[src/rtl/osd_text_renderer.sv]
// osd_text_renderer: menu overlay pixel generator.
// Walks a 32x28 character buffer in the menu BRAM, fetches glyph rows and
// blends 8x8 text cells over the video stream. Video leaves 9 cycles late.
module osd_text_renderer #(
  parameter int          OSD_X     = 256,
  parameter int          OSD_Y     = 128,
  parameter logic [10:0] FONT_BASE = 11'h400,
  parameter logic [23:0] FG_RGB    = 24'hFFFFFF
) (
  input  logic        clk,
  input  logic        resetn,
  input  logic        osd_en,
  input  logic [10:0] in_x,
  input  logic [10:0] in_y,
  input  logic        in_de,
  input  logic        in_hs,
  input  logic        in_vs,
  input  logic [23:0] in_rgb,
  output logic [10:0] mem_addr,
  output logic        mem_ce,
  input  logic [7:0]  mem_dout,
  output logic        out_de,
  output logic        out_hs,
  output logic        out_vs,
  output logic [23:0] out_rgb
);
  localparam int STAGES = 9;          // total video latency
  localparam int OSTG   = STAGES - 1; // stage where the pixel is looked up

  typedef struct packed {
    logic de;
    logic hs;
    logic vs;
  } sync_t;

  logic               frame_on, vs_q;
  logic [10:0]        wx, wy;
  logic               in_win;
  logic [2:0]         phase;
  logic [10:0]        text_addr, font_addr, addr_q;
  logic               code_inv, pend_inv, inv_q;
  logic [7:0]         pend_bits, shift_q;
  sync_t              in_sync;

  sync_t [STAGES:1]     sync_pipe;
  logic  [OSTG:1]       vld_pipe;   // in-window flag
  logic  [OSTG:1][2:0]  phase_pipe;
  logic  [OSTG:1][23:0] rgb_pipe;

  // Window test; an x/y below the origin wraps to a large value and fails
  // the range compare, so no separate underflow check is needed.
  assign wx        = in_x - 11'(OSD_X);
  assign wy        = in_y - 11'(OSD_Y);
  assign in_win    = in_de & frame_on & (wx < 11'd256) & (wy < 11'd224);
  assign phase     = wx[2:0];
  assign text_addr = {1'b0, wy[7:3], wx[7:3]};
  assign font_addr = FONT_BASE + {1'b0, mem_dout[6:0], wy[2:0]};
  assign in_sync   = '{de: in_de, hs: in_hs, vs: in_vs};

  // Memory port: text read at phase 0, glyph read at phase 1 using the code
  // straight off the BRAM output; otherwise the port idles on its last address.
  always_comb begin
    mem_ce   = 1'b0;
    mem_addr = addr_q;
    if (in_win) begin
      if (phase == 3'd0) begin
        mem_ce   = 1'b1;
        mem_addr = text_addr;
      end else if (phase == 3'd1) begin
        mem_ce   = 1'b1;
        mem_addr = font_addr;
      end
    end
  end

  // Overlay enable is only re-evaluated on the vsync rising edge.
  always_ff @(posedge clk or negedge resetn) begin
    if (!resetn) begin
      vs_q     <= 1'b0;
      frame_on <= 1'b0;
    end else begin
      vs_q <= in_vs;
      if (in_vs && !vs_q) frame_on <= osd_en;
    end
  end

  // Fetch side: hold address, capture inverse flag and glyph row per cell.
  always_ff @(posedge clk or negedge resetn) begin
    if (!resetn) begin
      addr_q    <= '0;
      code_inv  <= 1'b0;
      pend_bits <= '0;
      pend_inv  <= 1'b0;
    end else begin
      addr_q <= mem_addr;
      if (in_win && phase == 3'd1) code_inv <= mem_dout[7];
      if (in_win && phase == 3'd2) begin
        pend_bits <= mem_dout;
        pend_inv  <= code_inv;
      end
    end
  end

  // Delay lines, clocked every cycle regardless of de.
  always_ff @(posedge clk or negedge resetn) begin
    if (!resetn) begin
      sync_pipe  <= '0;
      vld_pipe   <= '0;
      phase_pipe <= '0;
      rgb_pipe   <= '0;
    end else begin
      sync_pipe  <= {sync_pipe[STAGES-1:1], in_sync};
      vld_pipe   <= {vld_pipe[OSTG-1:1], in_win};
      phase_pipe <= {phase_pipe[OSTG-1:1], phase};
      rgb_pipe   <= {rgb_pipe[OSTG-1:1], in_rgb};
    end
  end

  logic        d_win, d_de, px_set, cur_inv;
  logic [2:0]  d_phase;
  logic [23:0] d_rgb, d_half;
  logic [7:0]  cur_bits;

  // At delayed phase 0 the shift register is being loaded this cycle, so the
  // pending row is used directly for the first pixel of the cell.
  assign d_win    = vld_pipe[OSTG];
  assign d_de     = sync_pipe[OSTG].de;
  assign d_phase  = phase_pipe[OSTG];
  assign d_rgb    = rgb_pipe[OSTG];
  assign cur_bits = (d_phase == 3'd0) ? pend_bits : shift_q;
  assign cur_inv  = (d_phase == 3'd0) ? pend_inv  : inv_q;
  assign px_set   = cur_bits[d_phase] ^ cur_inv;
  assign d_half   = {1'b0, d_rgb[23:17], 1'b0, d_rgb[15:9], 1'b0, d_rgb[7:1]};

  // Output side: cell shift register and registered blended pixel.
  always_ff @(posedge clk or negedge resetn) begin
    if (!resetn) begin
      shift_q <= '0;
      inv_q   <= 1'b0;
      out_rgb <= '0;
    end else begin
      if (d_win && d_phase == 3'd0) begin
        shift_q <= pend_bits;
        inv_q   <= pend_inv;
      end
      if (!d_de)      out_rgb <= '0;
      else if (d_win) out_rgb <= px_set ? FG_RGB : d_half;
      else            out_rgb <= d_rgb;
    end
  end

  assign out_de = sync_pipe[STAGES].de;
  assign out_hs = sync_pipe[STAGES].hs;
  assign out_vs = sync_pipe[STAGES].vs;

endmodule

[config.mk]
export PLATFORM = sky130hd
export DESIGN_NAME = osd_text_renderer
export DESIGN_NICKNAME = d
export VERILOG_FILES = /design/src/rtl/osd_text_renderer.sv
export SDC_FILE = /design/constraint.sdc
export NUM_CORES = 1
export LEC_CHECK = 0
export BUFFER_PORTS_ARGS = -buffer_cell sky130_fd_sc_hd__buf_2
export CAP_MARGIN = 10
export CORE_ASPECT_RATIO = 0.6
export CORE_UTILIZATION = 50
export CTS_CLUSTER_SIZE = 16
export DETAILED_ROUTE_END_ITERATION = 8
export MAX_ROUTING_LAYER = met4
export PLACE_DENSITY = 0.7
export SLEW_MARGIN = 0
export SYNTH_ARGS = -nofsm -noshare
export SYNTH_HDL_FRONTEND = slang
export SYNTH_SLANG_ARGS = --single-unit
[constraint.sdc]
create_clock -name clk -period 2.7 [get_ports clk]
set_clock_uncertainty 0.15 [all_clocks]
set_input_delay 0.135 -clock clk [delete_from_list [all_inputs] [get_ports clk]]
set_output_delay 0.135 -clock clk [all_outputs]
set_load 0.005 [all_outputs]
==> results.tsv <==
stage	metric	value	unit
global_routing	initial antenna violation count	1	
timing	Final setup viols	1	
power	PD cells	799.1	nW/um2
synth	post-synth net total	540	
timing	Max Clk Rate	369.3	MHz
global_routing	largest net degree at the start of global routing	94	
route	Antenna Nets Post-Route	0	
clock_tree	Clk Latency, worst-skew pair	0.52	ns
route	Routed WL	16420	um
placement	Placed Instances	803	
worst_setup_path	startpoint types	flop	
worst_setup_path	CP endpoint	mem_addr[1]	
synth	Seq cells post-synth	305	
clock_tree	CTS sink count	305	
floorplan	total die area	18180	um2
floorplan	Cell Rows	37	
route	Avg WL per Cell	18.05	um
power	Overall Power	0.008901	W
synth	Most used DFF post-synth	dfrtp_1	
placement	PortBufs	98	
floorplan	CORE AREA	17180	um2
global_routing	total grt overflow	0	
finish	FILL cells	1171	
synth	Post-synth EDFFs	0	
worst_setup_path	origin of the critical flop-to-flop path	frame_on$_DFFE_PN0P_	
clock_tree	CTS tree	yes	
global_routing	first-pass GRT wire length	25270	um
clock_tree	H-tree lvl count	1	
global_routing	GRT Total Usage	18.60	%
timing	Final Hold Violating Endpoints	0	
synth	Adder-Cell Fraction of Synth Area	0.4259	%
power	IR drop worst, VDD	421.8	uV
power	LEAKAGE	5.282	nW
worst_setup_path	Crit-path slowest cell	dfrtp_1	
finish	sequential cell area	7632	um2
floorplan	Die H	104.8	um
placement	gp weighted congestion	0.8058	
timing	Final WS setup	-0.007615	ns
route	DRC viols	0	
worst_setup_path	CP Launch Point	frame_on$_DFFE_PN0P_	
synth	yosys synthesis warning count	0	
worst_hold_path	worst hold path class	in2async	
synth	Synth async-reset ratio	100.0	%
floorplan	die width	173.4	um
finish	Util after Layout	64.85	%
clock_tree	cts bufs inserted	26	
finish	Finished Layout Cells	910	
worst_setup_path	worst path required time	2.41	ns
synth	cell count after synthesis	477	
synth	Synth Area in Simple Gates	3.123	%
clock_tree	Clock Pin Slew Worst Setup and Hold Paths	0.06	ns
floorplan	Starting Density	51.31	%
worst_setup_path	Worst Path Max Fanout	6	
worst_setup_path	CP peak stage delay	0.38	ns
worst_setup_path	WP depth	8	
worst_setup_path	reg-to-reg endpoint	pend_bits[5]$_DFFE_PN0P_	
finish	Final nets	720	
timing	Worst Tran Pin Value	0.7293	ns
finish	most frequent cells in the layout	dfrtp_1, buf_2, dlygate4sd3_1, clkbuf_16	
timing	fin. max-slew vios	0	
worst_setup_path	CP bufs+invs	3	
floorplan	# IOs	99	
worst_setup_path	WS Path Type	reg2out	
worst_setup_path	Worst Reg2Reg Path Length in Cells	7	
synth	count of cell types in the netlist	32	
status	failing checks	setup timing	
timing	fin crit period	2.708	ns
finish	most common cell after layout, fill and taps aside	dfrtp_1	
synth	Mean Syn Cell Area	18.48	um2
clock_tree	clk root buf	clkbuf_16	
clock_tree	clock buffer depth	3	
route	DRT iter0 DRCs	296	
synth	main combinational cell family by area after synthesis	multiplexers	
synth	Compound-Gate Fraction of Synth Area	4.174	%
worst_setup_path	Worst Path Arrival	2.42	ns
placement	Post-DP HPWL	7721	um
finish	Final Instance Area	11140	um2
global_routing	vias in the first global route	4693	
timing	unrepaired setup endpoints after global routing	true	
finish	share of cells above drive strength 1	27.70	%
worst_setup_path	cell mode on critical path	buf_4	
worst_setup_path	delay-heaviest family, CP	compound AO/OA/AOI/OAI gates	
route	Vias/cell	4.840	
job	MaxCap Viol Count	0	
finish	area growth from synthesis to layout	26.38	%
status	status	finished with violations	
timing	Slew headroom	51.38	%
synth	Mapped Area	8813	um2
worst_setup_path	r2r setup slk	0.52	ns
timing	Final Cycle Share	100.3	%
route	Vias	4404	
synth	sequential fraction of the synthesis area	86.60	%
synth	Post-Synth XOR/XNOR Area	0.1988	%
finish	footprint of the multi-input gates	1127	um2
route	Pre-antenna DRT Iters	4	
placement	Cell Area, Placed	9661	um2
worst_setup_path	CP Capture Type	output port	
synth	mux cell area share after synthesis	4.415	%
worst_setup_path	cells along the critical path	nand4_1 > a311o_1 > nor4_4 > buf_4 > buf_4 > nor2_1 > a21oi_1 > buf_2	
[worst reg2reg max path, delay by kind of cell (launching register included)]
kind                   cells  cell delay (ns)
buffers and inverters      2             0.40
AO/OA/AOI/OAI              1             0.36
multiplexers               1             0.33
flip-flops                 1             0.38
AND/OR/NAND/NOR            3             0.45
[sequential cells by signal, summed over array words and instances, names as in the netlist]
register,count
out_de,1
pend_inv,1
out_hs,1
frame_on,1
sync_pipe,23
vld_pipe,8
d_de,1
inv_q,1
d_rgb,24
code_inv,1
addr_q,11
d_phase,3
pend_bits,8
out_rgb,24
rgb_pipe,168
phase_pipe,21
shift_q,7
out_vs,1
[cell type report]
type,instances,share of cell area [%]
sequential,305,68.52
tap,234,2.629
timing repair buffer,169,10.91
multi-input combinational,150,10.12
clock inverter,11,0.7526
clock buffer,35,6.875
inverter,5,0.1685
antenna,1,0.02247
[report_power, final]
| group | leakage (nW) | internal, W | switching (W) | total (W) |
|---|---|---|---|---|
| Sequential | 3.66 | 0.00479 | 0.0000878 | 0.00488 |
| Clock | 0.432 | 0.00209 | 0.00158 | 0.00367 |
| Combinational | 1.19 | 0.000160 | 0.000196 | 0.000356 |
| Total | 5.28 | 0.00703 | 0.00187 | 0.00890 |
[timing repair]
item / CTS / global route
buffers inserted: 0 / 2
resized for setup: 0 / 12
hold endpoints to repair: 172 / 0
endpoints found under the setup margin: 0 / 20
hold buffers: 56 / 0
[stage by stage]
step                      hold slack [ns]   TNS (ns)  setup slack (ns)
final                             0.08103  -0.007615         -0.007615
after global routing              0.09157    -0.3805          -0.09603
after CTS                         0.08696          0            0.1098
after floorplan                   -0.3106          0            0.8136
after global placement            0.04755          0            0.5768
after detailed placement          0.04416          0            0.4753
[routing by layer]
| metal | GRT usage, % | wire length [um] | up-vias |
|---|---|---|---|
| met3 | 3.930 | 703 | 50 |
| met1 | 25.56 | 7261 | 2279 |
| met4 | 7.143 | 573 | 0 |
| met2 | 27.71 | 7884 | 124 |
| met5 | - | 0 | - |
| li1 | - | - | 1951 |
[cell families (layout without fill, tap and decap cells)]
group / Yosys count / in the layout
buffers and inverters: 22 / 220
other: 0 / 1
multiplexers: 33 / 33
AO/OA/AOI/OAI: 65 / 65
flip-flops: 305 / 305
adder cells (fa/ha/maj): 3 / 3
AND/OR/NAND/NOR: 47 / 47
XOR/XNOR: 2 / 2
[worst min-delay path by stage]
stage                              end  depth (start not counted)       from  slack [ns]
2_1_floorplan      addr_q[0]$_DFF_PN0_                          0     resetn       -0.31
3_3_place_gp   rgb_pipe[138]$_DFF_PN0_                          1     resetn        0.05
3_5_place_dp   rgb_pipe[138]$_DFF_PN0_                          1     resetn        0.04
4_1_cts          rgb_pipe[5]$_DFF_PN0_                          2  in_rgb[5]        0.09
5_1_grt          rgb_pipe[3]$_DFF_PN0_                          2  in_rgb[3]        0.09
6_report       rgb_pipe[161]$_DFF_PN0_                          2     resetn        0.08
[synth_stat cells, types with 2 or more instances]
cell type,n,area share (%)
a21oi_1,11,0.62
a31oi_1,24,1.7
buf_1,2,0.085
buf_2,3,0.17
clkbuf_1,11,0.47
dfrtp_1,305,87
ha_1,3,0.43
inv_1,5,0.21
mux2_2,10,1.3
mux2_4,9,1.5
mux2i_1,13,1.5
nand2_1,2,0.085
nand3_1,2,0.11
nor2_1,12,0.51
nor2b_1,23,1.6
o21ai_0,24,1.4
o21ai_1,2,0.11
xnor2_1,2,0.20
(Power assumes the default switching activity.)
